--- src/rtl/adder16_rr_scheduler.sv ---
// adder16_rr_scheduler: round-robin time-sharing of one external 16-bit
// ripple adder, holding its inputs for a fixed carry-settle window.
module adder16_rr_scheduler #(
    parameter int NREQ   = 4,
    parameter int SETTLE = 2,
    localparam int IDW   = $clog2(NREQ)
) (
    input  logic                 clk,
    input  logic                 rst,
    input  logic [NREQ-1:0]      req,
    input  logic [16*NREQ-1:0]   op_a,
    input  logic [16*NREQ-1:0]   op_b,
    input  logic [NREQ-1:0]      op_cin,
    output logic [NREQ-1:0]      gnt,
    output logic [15:0]          add_a,
    output logic [15:0]          add_b,
    output logic                 add_cin,
    input  logic [15:0]          add_sum,
    input  logic                 add_cout,
    output logic                 res_valid,
    output logic [IDW-1:0]       res_id,
    output logic [15:0]          res_sum,
    output logic                 res_cout,
    output logic                 busy
);

    localparam int CW = (SETTLE > 1) ? $clog2(SETTLE) : 1;

    generate
        if (SETTLE < 1) begin : g_bad_settle
            $error("adder16_rr_scheduler: SETTLE must be >= 1");
        end
        if (NREQ < 2 || NREQ > 8) begin : g_bad_nreq
            $error("adder16_rr_scheduler: NREQ must be in 2..8");
        end
    endgenerate

    typedef enum logic {
        S_IDLE,
        S_SETTLE
    } state_t;

    state_t         state;
    state_t         state_nxt;
    logic [IDW-1:0] ptr;
    logic [IDW-1:0] cur_id;
    logic [IDW-1:0] win;
    logic [CW-1:0]  cnt;
    logic           start;
    logic           done;

    logic [15:0]    a_arr [NREQ];
    logic [15:0]    b_arr [NREQ];

    for (genvar i = 0; i < NREQ; i++) begin : g_unpack
        assign a_arr[i] = op_a[16*i +: 16];
        assign b_arr[i] = op_b[16*i +: 16];
    end

    // Scan downward so the lowest offset from ptr is written last and wins.
    always_comb begin
        int j;
        j   = 0;
        win = ptr;
        for (int k = NREQ - 1; k >= 0; k--) begin
            j = int'(ptr) + k;
            if (j >= NREQ) begin
                j = j - NREQ;
            end
            if (req[IDW'(j)]) begin
                win = IDW'(j);
            end
        end
    end

    always_comb begin
        state_nxt = state;
        start     = 1'b0;
        done      = 1'b0;
        unique case (state)
            S_IDLE: begin
                if (|req) begin
                    start     = 1'b1;
                    state_nxt = S_SETTLE;
                end
            end
            S_SETTLE: begin
                if (cnt == '0) begin
                    done      = 1'b1;
                    state_nxt = S_IDLE;
                end
            end
        endcase
    end

    always_ff @(posedge clk or posedge rst) begin
        if (rst) begin
            state <= S_IDLE;
        end else begin
            state <= state_nxt;
        end
    end

    always_ff @(posedge clk or posedge rst) begin
        if (rst) begin
            gnt       <= '0;
            add_a     <= '0;
            add_b     <= '0;
            add_cin   <= 1'b0;
            res_valid <= 1'b0;
            res_id    <= '0;
            res_sum   <= '0;
            res_cout  <= 1'b0;
            busy      <= 1'b0;
            ptr       <= '0;
            cur_id    <= '0;
            cnt       <= '0;
        end else begin
            gnt       <= '0;
            res_valid <= 1'b0;
            if (start) begin
                add_a   <= a_arr[win];
                add_b   <= b_arr[win];
                add_cin <= op_cin[win];
                gnt     <= NREQ'(1) << win;
                cur_id  <= win;
                ptr     <= (win == IDW'(NREQ - 1)) ? '0 : win + 1'b1;
                cnt     <= CW'(SETTLE - 1);
                busy    <= 1'b1;
            end else if (done) begin
                res_sum   <= add_sum;
                res_cout  <= add_cout;
                res_id    <= cur_id;
                res_valid <= 1'b1;
                busy      <= 1'b0;
            end else if (state == S_SETTLE) begin
                cnt <= cnt - 1'b1;
            end
        end
    end

endmodule

--- config.mk ---
export PLATFORM = sky130hd
export DESIGN_NAME = adder16_rr_scheduler
export DESIGN_NICKNAME = d
export VERILOG_FILES = /design/src/rtl/adder16_rr_scheduler.sv
export SDC_FILE = /design/constraint.sdc
export NUM_CORES = 1
export LEC_CHECK = 0
export ABC_AREA = 1
export CAP_MARGIN = 15
export CORE_ASPECT_RATIO = 0.9
export CORE_MARGIN = 2
export CORE_UTILIZATION = 43
export DETAILED_ROUTE_END_ITERATION = 10
export PLACE_DENSITY = 0.92
export SETUP_SLACK_MARGIN = 0.2
export SYNTH_ARGS = -nofsm -noshare
export SYNTH_HDL_FRONTEND = slang
export SYNTH_SLANG_ARGS = --single-unit
--- constraint.sdc ---
create_clock -name clk -period 3.02 [get_ports clk]
set_clock_uncertainty 0.05 [all_clocks]
set_input_delay 0.453 -clock clk [delete_from_list [all_inputs] [get_ports clk]]
set_output_delay 0.453 -clock clk [all_outputs]
set_load 0.02 [all_outputs]
==> flow_summary.toml, run 1 <==
[sta]
setup_viol = 0
drv_slew = 0
slew_headroom = 0.600
fin_crit_sh = 0.754
finalHoldViolCount = 0
fin_setup_tns_ns = 0
setup_ws_ns = 0.742
min_period_ns = 2.28
max_freq_ghz = 0.439
rsz0062_at_grt = "no"
worst_slew_pin_slew_ns = 0.600

[clock_tree]
clkSlewWorstSetupHoldPaths_ns = 0.08
holdBufCountCts = 0
htree_num_levels = 3
worst_skew_pair.late_latency_ns = 0.34
cts_tree = "built"
cts_root_buffer = "clkbuf_8"
cts_resized = 0
clock-sinks = 64
cts_made_buffers = 9
clk_path_buf_depth = 2
postCtsSetupBuffers = 0

[flow_run]
maxCapViolCount = 0

[cells_and_area]
multi_input_area_mm2 = 0.00195
seq_area_mm2 = 0.00160
fill_cells = 781
drive_above_1_share = 0.0499
syn_to_final_growth_pct = 59.3
diodes = 0
finalNetCount = 1012
final_util = 0.710

[logic_synthesis]
synthTopCellsByArea = "dfrtp_1 (39%), nand2_1 (30%), nand3_1 (12%), inv_1 (7.9%), nor2_1 (2.2%)"
synth_commonest_cells = "nand2_1 (323), nand3_1 (94), inv_1 (86)"
ys.flop_type = "dfrtp_1"
synth_fp_nets = 814
synth_area_mm2 = 0.00408
netlist-cell-type-count = 26
netlist.top_cell.by_area = "dfrtp_1"
synth_edf_count = 0
synthCells = 659
synth_seq_area_share = 0.392
synth_seq_cells = 64
avgSynthCellArea_um2 = 6.20
yosysMostFrequentCell = "nand2_1"
yosys_warnings = 0
netlist.area_leader.share = 0.392
ys_async_sr_fraction = 1.00

[floorplanning]
start_util = 0.446
die_width_um = 107
core_area_mm2 = 0.00917
ios = 213
die_y_um = 96.5
dieArea_mm2 = 0.0103
rows = 33

[pwr]
power.density_mw_per_mm2 = 1150
leakage_nw = 3.52
ir_drop_v = 0.000727
finalPower_w = 0.00746

[worst_setup_path]
crit_type = "in -> reg"
startpoint_type = "primary input"
cp.required_ns = 3.25
crit_start = "req[1]"
reg2reg_from = "ptr[0]$_DFFE_PP0P_"
critPathMaxFanout = 40
arrival_ns = 2.51
reg2regPathDepth = 17
endpoint_kind = "register"

[global_route]
grt_overflow = 0
grt_util_all_layers = 0.255
grt_antenna_before_repair = 0
first_global_vias = 4345
grt_pass1_wl_mm = 20.7
grt_start_max_net_pins = 41

[drt]
vias = 4658
antenna_left = 0
wirelength_mm = 13.0
dr.pass1.iters = 5
wl_per_cell_um = 13.2
drt_iter0_markers = 288
post_drt_via_cell_ratio = 4.73
drc_errors = 0

[outcome]
outcome = "complete, no violations"

[placement]
place_congestion = 0.835
io_buffers = 212
dp_slack_ns = 0.398
dp.final_hpwl_mm = 9.60

[worst_hold_path]
hold_start = "res_sum[14]$_DFFE_PP0P_"
holdPathStages = 2
hold_path.class = "reg -> reg"
cell type report:
| type | count | share of cell area |
|---|---|---|
| flip-flops and latches | 64 | 0.246 |
| well taps | 122 | 0.0235 |
| clock buffers | 9 | 0.0190 |
| clock inverters | 7 | 0.0154 |
| multi-input cells | 466 | 0.299 |
| repair buffers | 223 | 0.343 |
| inverters | 93 | 0.0540 |
layout by cell type (no fill, tap or decap), drive strengths merged:
master,count
inv,95
nand3,96
nor4,1
clkinv,3
a21oi,3
o211ai,1
or2,1
buf,11
nand2,327
bufinv,2
clkdlybuf4s50,212
clkbuf,9
nand3b,1
o21a,6
o21ai,4
dfrtp,64
nor2,26
per-layer routing:
metal,track usage,share of wire,up-vias
met1,0.321,0.42,2052
met5,0,0,-
met4,0.0703,0.019,0
met3,0.0610,0.088,20
met2,0.444,0.47,214
li1,-,-,2372
metrics by stage:
step / hold WS, ns / std cells / instance area (µm²)
after detailed placement: 0.407 / 968 / 6280
after floorplan: 0.402 / 659 / 4080
after global routing: 0.449 / 984 / 6510
after CTS: 0.427 / 984 / 6510
final: 0.422 / 984 / 6510
after global placement: 0.402 / 968 / 6280
flip-flops by register name, indices dropped and copies added, names as in the netlist:
| register | count |
|---|---|
| res_valid | 1 |
| add_a | 16 |
| res_sum | 16 |
| gnt | 4 |
| add_cin | 1 |
| ptr | 2 |
| state | 1 |
| cur_id | 2 |
| cnt | 1 |
| busy | 1 |
| res_cout | 1 |
| res_id | 2 |
| add_b | 16 |
where the power goes:
group | switching, W | internal [W] | total (W) | leakage (nW)
logic | 0.00312 | 0.00196 | 0.00508 | 2.61
clock network | 0.000369 | 0.000473 | 0.000842 | 0.115
registers | 0.000246 | 0.00129 | 0.00154 | 0.791
total | 0.00374 | 0.00373 | 0.00746 | 3.52
cells by family (layout without fill, tap and decap cells):
group | Yosys count | in the layout | synth area share
flip-flops | 64 | 64 | 0.392
AND/OR/NAND/NOR | 452 | 452 | 0.456
buffers and inverters | 129 | 332 | 0.131
AO/OA/AOI/OAI | 14 | 14 | 0.0214
worst max-delay path, cell delays in order:
cell,delay (ns)
clkdlybuf4s50_1,0.51
inv_1,0.05
nand2_1,0.08
nand3_1,0.12
nand2_1,0.09
inv_1,0.04
nand2_1,0.05
nand2_1,0.07
nand2_1,0.08
nand2_2,0.08
nand2_4,0.26
buf_12,0.24
nand2_1,0.07
nand2_1,0.07
nand2_1,0.06
nand2_1,0.08
nand2_1,0.05
nand2_1,0.06
worst paths after layout:
path | end | slack [ns]
setup / recovery | add_b[6]$_DFFE_PP0P_ | 0.74
hold / removal | res_sum[14]$_DFFE_PP0P_ | 0.42
setup reg to reg | add_b[6]$_DFFE_PP0P_ | 0.75
hold reg to reg | res_sum[14]$_DFFE_PP0P_ | 0.42
max in group asynchronous | gnt[2]$_DFF_PP0_ | 1.86
min in group asynchronous | add_b[3]$_DFFE_PP0P_ | 0.44
Note: power is estimated with default switching activity, not from simulation.
==> run 2, diff against run 1 <==
--- a/config.mk
+++ b/config.mk
@@ -9,9 +9,9 @@
 export CAP_MARGIN = 15
 export CORE_ASPECT_RATIO = 0.9
 export CORE_MARGIN = 2
-export CORE_UTILIZATION = 43
+export CORE_UTILIZATION = 40
 export DETAILED_ROUTE_END_ITERATION = 10
-export PLACE_DENSITY = 0.92
+export PLACE_DENSITY = 0.87
 export SETUP_SLACK_MARGIN = 0.2
 export SYNTH_ARGS = -nofsm -noshare
 export SYNTH_HDL_FRONTEND = slang
==> constraint.sdc (replaced) <==
create_clock -name clk -period 2.17 [get_ports clk]
set_clock_uncertainty 0.05 [all_clocks]
set_input_delay 0.3255 -clock clk [delete_from_list [all_inputs] [get_ports clk]]
set_output_delay 0.3255 -clock clk [all_outputs]
set_load 0.02 [all_outputs]
==> flow_summary.toml, run 2 (synthesis results as in run 1) <==
[outcome]
outcome = "complete, no violations"

[global_route]
first_global_vias = 4698
grt_pass1_wl_mm = 23.6
grt_overflow = 0
grt_antenna_before_repair = 0
grt_util_all_layers = 0.265
grt_start_max_net_pins = 65

[cells_and_area]
syn_to_final_growth_pct = 75.2
drive_above_1_share = 0.122
finish.cell_count_without_fillers = 1014
finalNetCount = 1038
final_util = 0.731
diodes = 0
layout_commonest_cell = "nand2_1"
final_cell_mix = "nand2_1 (297), clkdlybuf4s50_1 (212), nand3_1 (92)"
top_regs = "add_a (16), add_b (16), res_sum (16)"

[placement]
dp_slack_ns = -0.262
dp_cells = 984
dp.final_hpwl_mm = 9.95
io_buffers = 212
place_congestion = 0.870

[clock_tree]
cts_tree = "built"
cts_root_buffer = "clkbuf_16"
cts_made_buffers = 9
holdBufCountCts = 0
clk_path_buf_depth = 2
clkSlewWorstSetupHoldPaths_ns = 0.06
worst_skew_pair.late_latency_ns = 0.33
htree_num_levels = 3
clock-sinks = 64

[sta]
holdWs_ns = 0.385
finalHoldViolCount = 0
setup_ws_ns = 0.102
max_freq_ghz = 0.484
slew_headroom = 0.567
rsz0062_at_grt = "yes"
setup_viol = 0
min_period_ns = 2.07
drv_slew = 0
worst_slew_pin_slew_ns = 0.648
fin_crit_sh = 0.953

[drt]
vias = 4996
wl_per_cell_um = 15.2
wirelength_mm = 15.4
drt_iter0_markers = 552
post_drt_via_cell_ratio = 4.93
drc_errors = 0
wl_met1_mm = 6.19
dr.pass1.iters = 5
antenna_left = 0
wl_met3_mm = 1.18
maxUsedRoutingLayer = "met4"
met2_length_mm = 7.59

[pwr]
internal_power_w = 0.00661
power_frac_comb = 0.704
switching_share = 0.477
clkPwrFrac = 0.126
finalPower_w = 0.0127
leakage_nw = 3.78
p_switching_w = 0.00604
p_seq_frac = 0.170
power.density_mw_per_mm2 = 1770
ir_drop_v = 0.00105

[floorplanning]
die_y_um = 99.9
dieArea_mm2 = 0.0110
core_area_mm2 = 0.00978
rows = 34
start_util = 0.417
ios = 213
die_width_um = 111

[flow_run]
maxCapViolCount = 0

[worst_setup_path]
critPathMaxFanout = 7
timing.reg2reg.setup_slack_ns = 0.10
endpoint_kind = "register"
arrival_ns = 2.23
crit_type = "reg -> reg"
cp.required_ns = 2.33
startpoint_type = "register"

[worst_hold_path]
hold_path.class = "in -> async"
run 2: changes by cell type in the layout (fill, tap and decap cells not counted), sizes merged:
cell,before,now
buf,11,34
clkinvlp,0,2
clkinv,3,4
clkbuf,9,11
nand2,327,328
inv,95,92
run 2: metal layers:
layer  GRT usage  vias up
li1            -     2434
met1       0.338     2261
met2       0.450      266
met3      0.0574       35
met4      0.0904        0
met5           0        -
run 2: path summary, 6_finish.rpt:
kind / start / endpoint / cells past startpoint
worst max-delay path: ptr[0]$_DFFE_PP0P_ / add_b[14]$_DFFE_PP0P_ / 14
worst min-delay path: rst / add_b[1]$_DFFE_PP0P_ / 3
worst max register to register: ptr[0]$_DFFE_PP0P_ / add_b[14]$_DFFE_PP0P_ / 14
worst min register to register: res_sum[12]$_DFFE_PP0P_ / res_sum[12]$_DFFE_PP0P_ / 2
max in group asynchronous: rst / ptr[1]$_DFFE_PP0P_ / 3
min in group clk: res_sum[12]$_DFFE_PP0P_ / res_sum[12]$_DFFE_PP0P_ / 2
run 2: worst max-delay path, stage by stage (launching register included):
cell and delay (ns):
dfrtp_2 0.49, buf_6 0.17, nand2_2 0.07, nand2_2 0.07, nand2_1 0.06, nand2_1 0.07, nand2_2 0.06, nand2_4 0.09
nand3_4 0.15, nand2_8 0.20, nor2_4 0.05, nand2_4 0.13, nor2_2 0.06, nor2_2 0.14, nand2_1 0.08
run 2: cell type report:
cell class	count	area, µm²
Multi-Input combinational cell	467	2140
Clock inverter	7	103
Inverter	93	360
Sequential cell	64	1600
Fill cell	769	2630
Tap cell	126	158
Clock buffer	9	225
Timing Repair Buffer	248	2570
run 2: timing repair:
action	4_1_cts	5_1_grt
hold endpoints to repair	0	0
endpoints found under the setup margin	33	38
cloned	3	2
pin swaps	6	29
buffers inserted	4	5
gates resized for setup	20	52
run 2: power by group through the flow:
stage	Combinational [W]	Sequential [W]	Clock, W
after floorplan	0.00422	0.00272	0
after global placement	0.00732	0.00213	0
after detailed placement	0.00744	0.00214	0
after CTS	0.00810	0.00214	0.00163
after global routing	0.00972	0.00222	0.00167
final	0.00891	0.00215	0.00160
run 2: per-stage QoR:
stage          TNS [ns]  cell area [µm²]
3_5_place_dp      -5.18             6410
6_report              0             7160
4_1_cts               0             6900
3_3_place_gp      -3.97             6410
2_1_floorplan         0             4090
5_1_grt          -0.148             7160
==> run 3, diff against run 2 <==
--- a/config.mk
+++ b/config.mk
@@ -12,6 +12,7 @@
 export CORE_UTILIZATION = 40
 export DETAILED_ROUTE_END_ITERATION = 10
 export PLACE_DENSITY = 0.87
+export RECOVER_POWER = 100
 export SETUP_SLACK_MARGIN = 0.2
 export SYNTH_ARGS = -nofsm -noshare
 export SYNTH_HDL_FRONTEND = slang
==> constraint.sdc (replaced) <==
create_clock -name clk -period 2.17 [get_ports clk]
set_clock_uncertainty 0.05 [all_clocks]
set_input_delay 0.651 -clock clk [delete_from_list [all_inputs] [get_ports clk]]
set_output_delay 0.651 -clock clk [all_outputs]
set_load 0.02 [all_outputs]
==> flow_summary.toml, run 3 (synthesis results as in run 1) <==
[outcome]
outcome = "complete, no violations"

[floorplanning]
dieArea_mm2 = 0.0110
ios = 213
die_width_um = 111
start_util = 0.417
core_area_mm2 = 0.00978
die_y_um = 99.9
rows = 34

[sta]
holdWs_ns = 0.413
slew_headroom = 0.394
fin_crit_sh = 0.993
finalHoldViolCount = 0
worst_slew_pin_slew_ns = 0.908
drv_slew = 0
setup_viol = 0
max_freq_ghz = 0.464
min_period_ns = 2.15
fin_setup_tns_ns = 0
rsz0062_at_grt = "yes"

[placement]
place_congestion = 0.854
dp.final_hpwl_mm = 9.93
io_buffers = 212
dp_cells = 987

[worst_hold_path]
holdPathStages = 2
hold_path.class = "reg -> reg"
hold_start = "res_sum[2]$_DFFE_PP0P_"

[drt]
wirelength_mm = 15.0
drt_iter0_markers = 377
post_drt_via_cell_ratio = 4.85
dr.pass1.iters = 5
antenna_left = 0
wl_per_cell_um = 14.8
vias = 4942
drc_errors = 0

[clock_tree]
cts_tree = "built"
htree_num_levels = 3
clkSlewWorstSetupHoldPaths_ns = 0.06
cts_made_buffers = 9
clk_path_buf_depth = 2
clock-sinks = 64
worst_skew_pair.late_latency_ns = 0.32
cts_root_buffer = "clkbuf_16"
holdBufCountCts = 0

[worst_setup_path]
cp.required_ns = 2.34
reg2regPathDepth = 17
critPathMaxFanout = 8
arrival_ns = 2.32
crit_start = "ptr[0]$_DFFE_PP0P_"
startpoint_type = "register"
crit_type = "reg -> reg"
reg2reg_from = "ptr[0]$_DFFE_PP0P_"
endpoint_kind = "register"

[pwr]
power.density_mw_per_mm2 = 1770
leakage_nw = 3.94
ir_drop_v = 0.00127
finalPower_w = 0.0126

[cells_and_area]
top_regs = "add_a (16), add_b (16), res_sum (16)"
finalNetCount = 1043
finish.cell_count_without_fillers = 1019
syn_to_final_growth_pct = 74.5
diodes = 0
layout_commonest_cell = "nand2_1"
final_cell_mix = "nand2_1 (289), clkdlybuf4s50_1 (149), nand3_1 (92)"
final_util = 0.729
drive_above_1_share = 0.130

[global_route]
met1_usage = 0.340
grt_antenna_before_repair = 0
first_global_vias = 4554
grt_start_max_net_pins = 65
grt_overflow = 0
grt_pass1_wl_mm = 23.3
grt.busiest_layer = "met2"
use_met3 = 0.0489
use_met2 = 0.455
grt_util_all_layers = 0.262

[flow_run]
maxCapViolCount = 0
-- run 3: changes by cell type in the layout (fill, tap and decap cells not counted), moves of 2 or more --
cell,change
nor2_2,-4
clkdlybuf4s50_1,-63
nand2_4,-3
nor2_1,+5
buf_12,+2
nand2_1,-8
nand2_2,+10
dlygate4sd2_1,+56
clkbuf_1,+4
clkdlybuf4s15_1,+2
-- run 3: per-layer routing --
metal,wire length [µm],part of all wire,up-vias
met5,0,0,-
li1,-,-,2443
met4,304,0.020,0
met3,990,0.066,24
met2,7430,0.49,229
met1,6310,0.42,2246
-- run 3: power by group --
part,switching [W],internal (W)
logic,0.00517,0.00372
registers,0.000323,0.00181
clock network,0.000566,0.00102
total,0.00606,0.00654
-- run 3: worst paths after layout --
check | endpoint | slack, ns
worst max register to register | add_a[3]$_DFFE_PP0P_ | 0.02
min in group asynchronous | add_a[15]$_DFFE_PP0P_ | 1.07
worst max-delay path | add_a[3]$_DFFE_PP0P_ | 0.02
worst min register to register | res_sum[2]$_DFFE_PP0P_ | 0.41
max in group asynchronous | ptr[1]$_DFFE_PP0P_ | 0.35
worst min-delay path | res_sum[2]$_DFFE_PP0P_ | 0.41
-- run 3: per-stage QoR --
stage / area (µm²) / worst slack [ns]
after global placement: 6440 / -0.538
after global routing: 7130 / -0.0632
after CTS: 6980 / 0.129
after detailed placement: 6440 / -0.598
final: 7130 / 0.0161
after floorplan: 4090 / 0.260
-- run 3: layout make-up --
class / instances / area [µm²]
sequential: 64 / 1600
timing repair buffer: 254 / 2560
multi-input combinational: 466 / 2110
clock buffer: 9 / 225
inverter: 93 / 365
fill: 792 / 2660
tap: 126 / 158
clock inverter: 7 / 104
-- run 3: critical path: stages (launching register included) --
cell and delay [ns]:
dfrtp_2 0.47, buf_12 0.16, o21ai_4 0.16, nand2_1 0.08, nand2_1 0.08, nand2_2 0.07
nand2_4 0.08, nand2_4 0.07, nand2_8 0.09, nand2_8 0.10, buf_6 0.15, clkbuf_16 0.15
nand2_2 0.06, nand2_2 0.05, nand2_1 0.07, nand2_1 0.07, nand2_1 0.06, nand2_1 0.04
-- run 3: what timing repair did --
action,4_1_cts,5_1_grt
cloned,2,3
endpoints found under the setup margin,96,41
hold endpoints to repair,0,0
resized for setup,95,39
pin swaps,12,19
buffers inserted,9,2
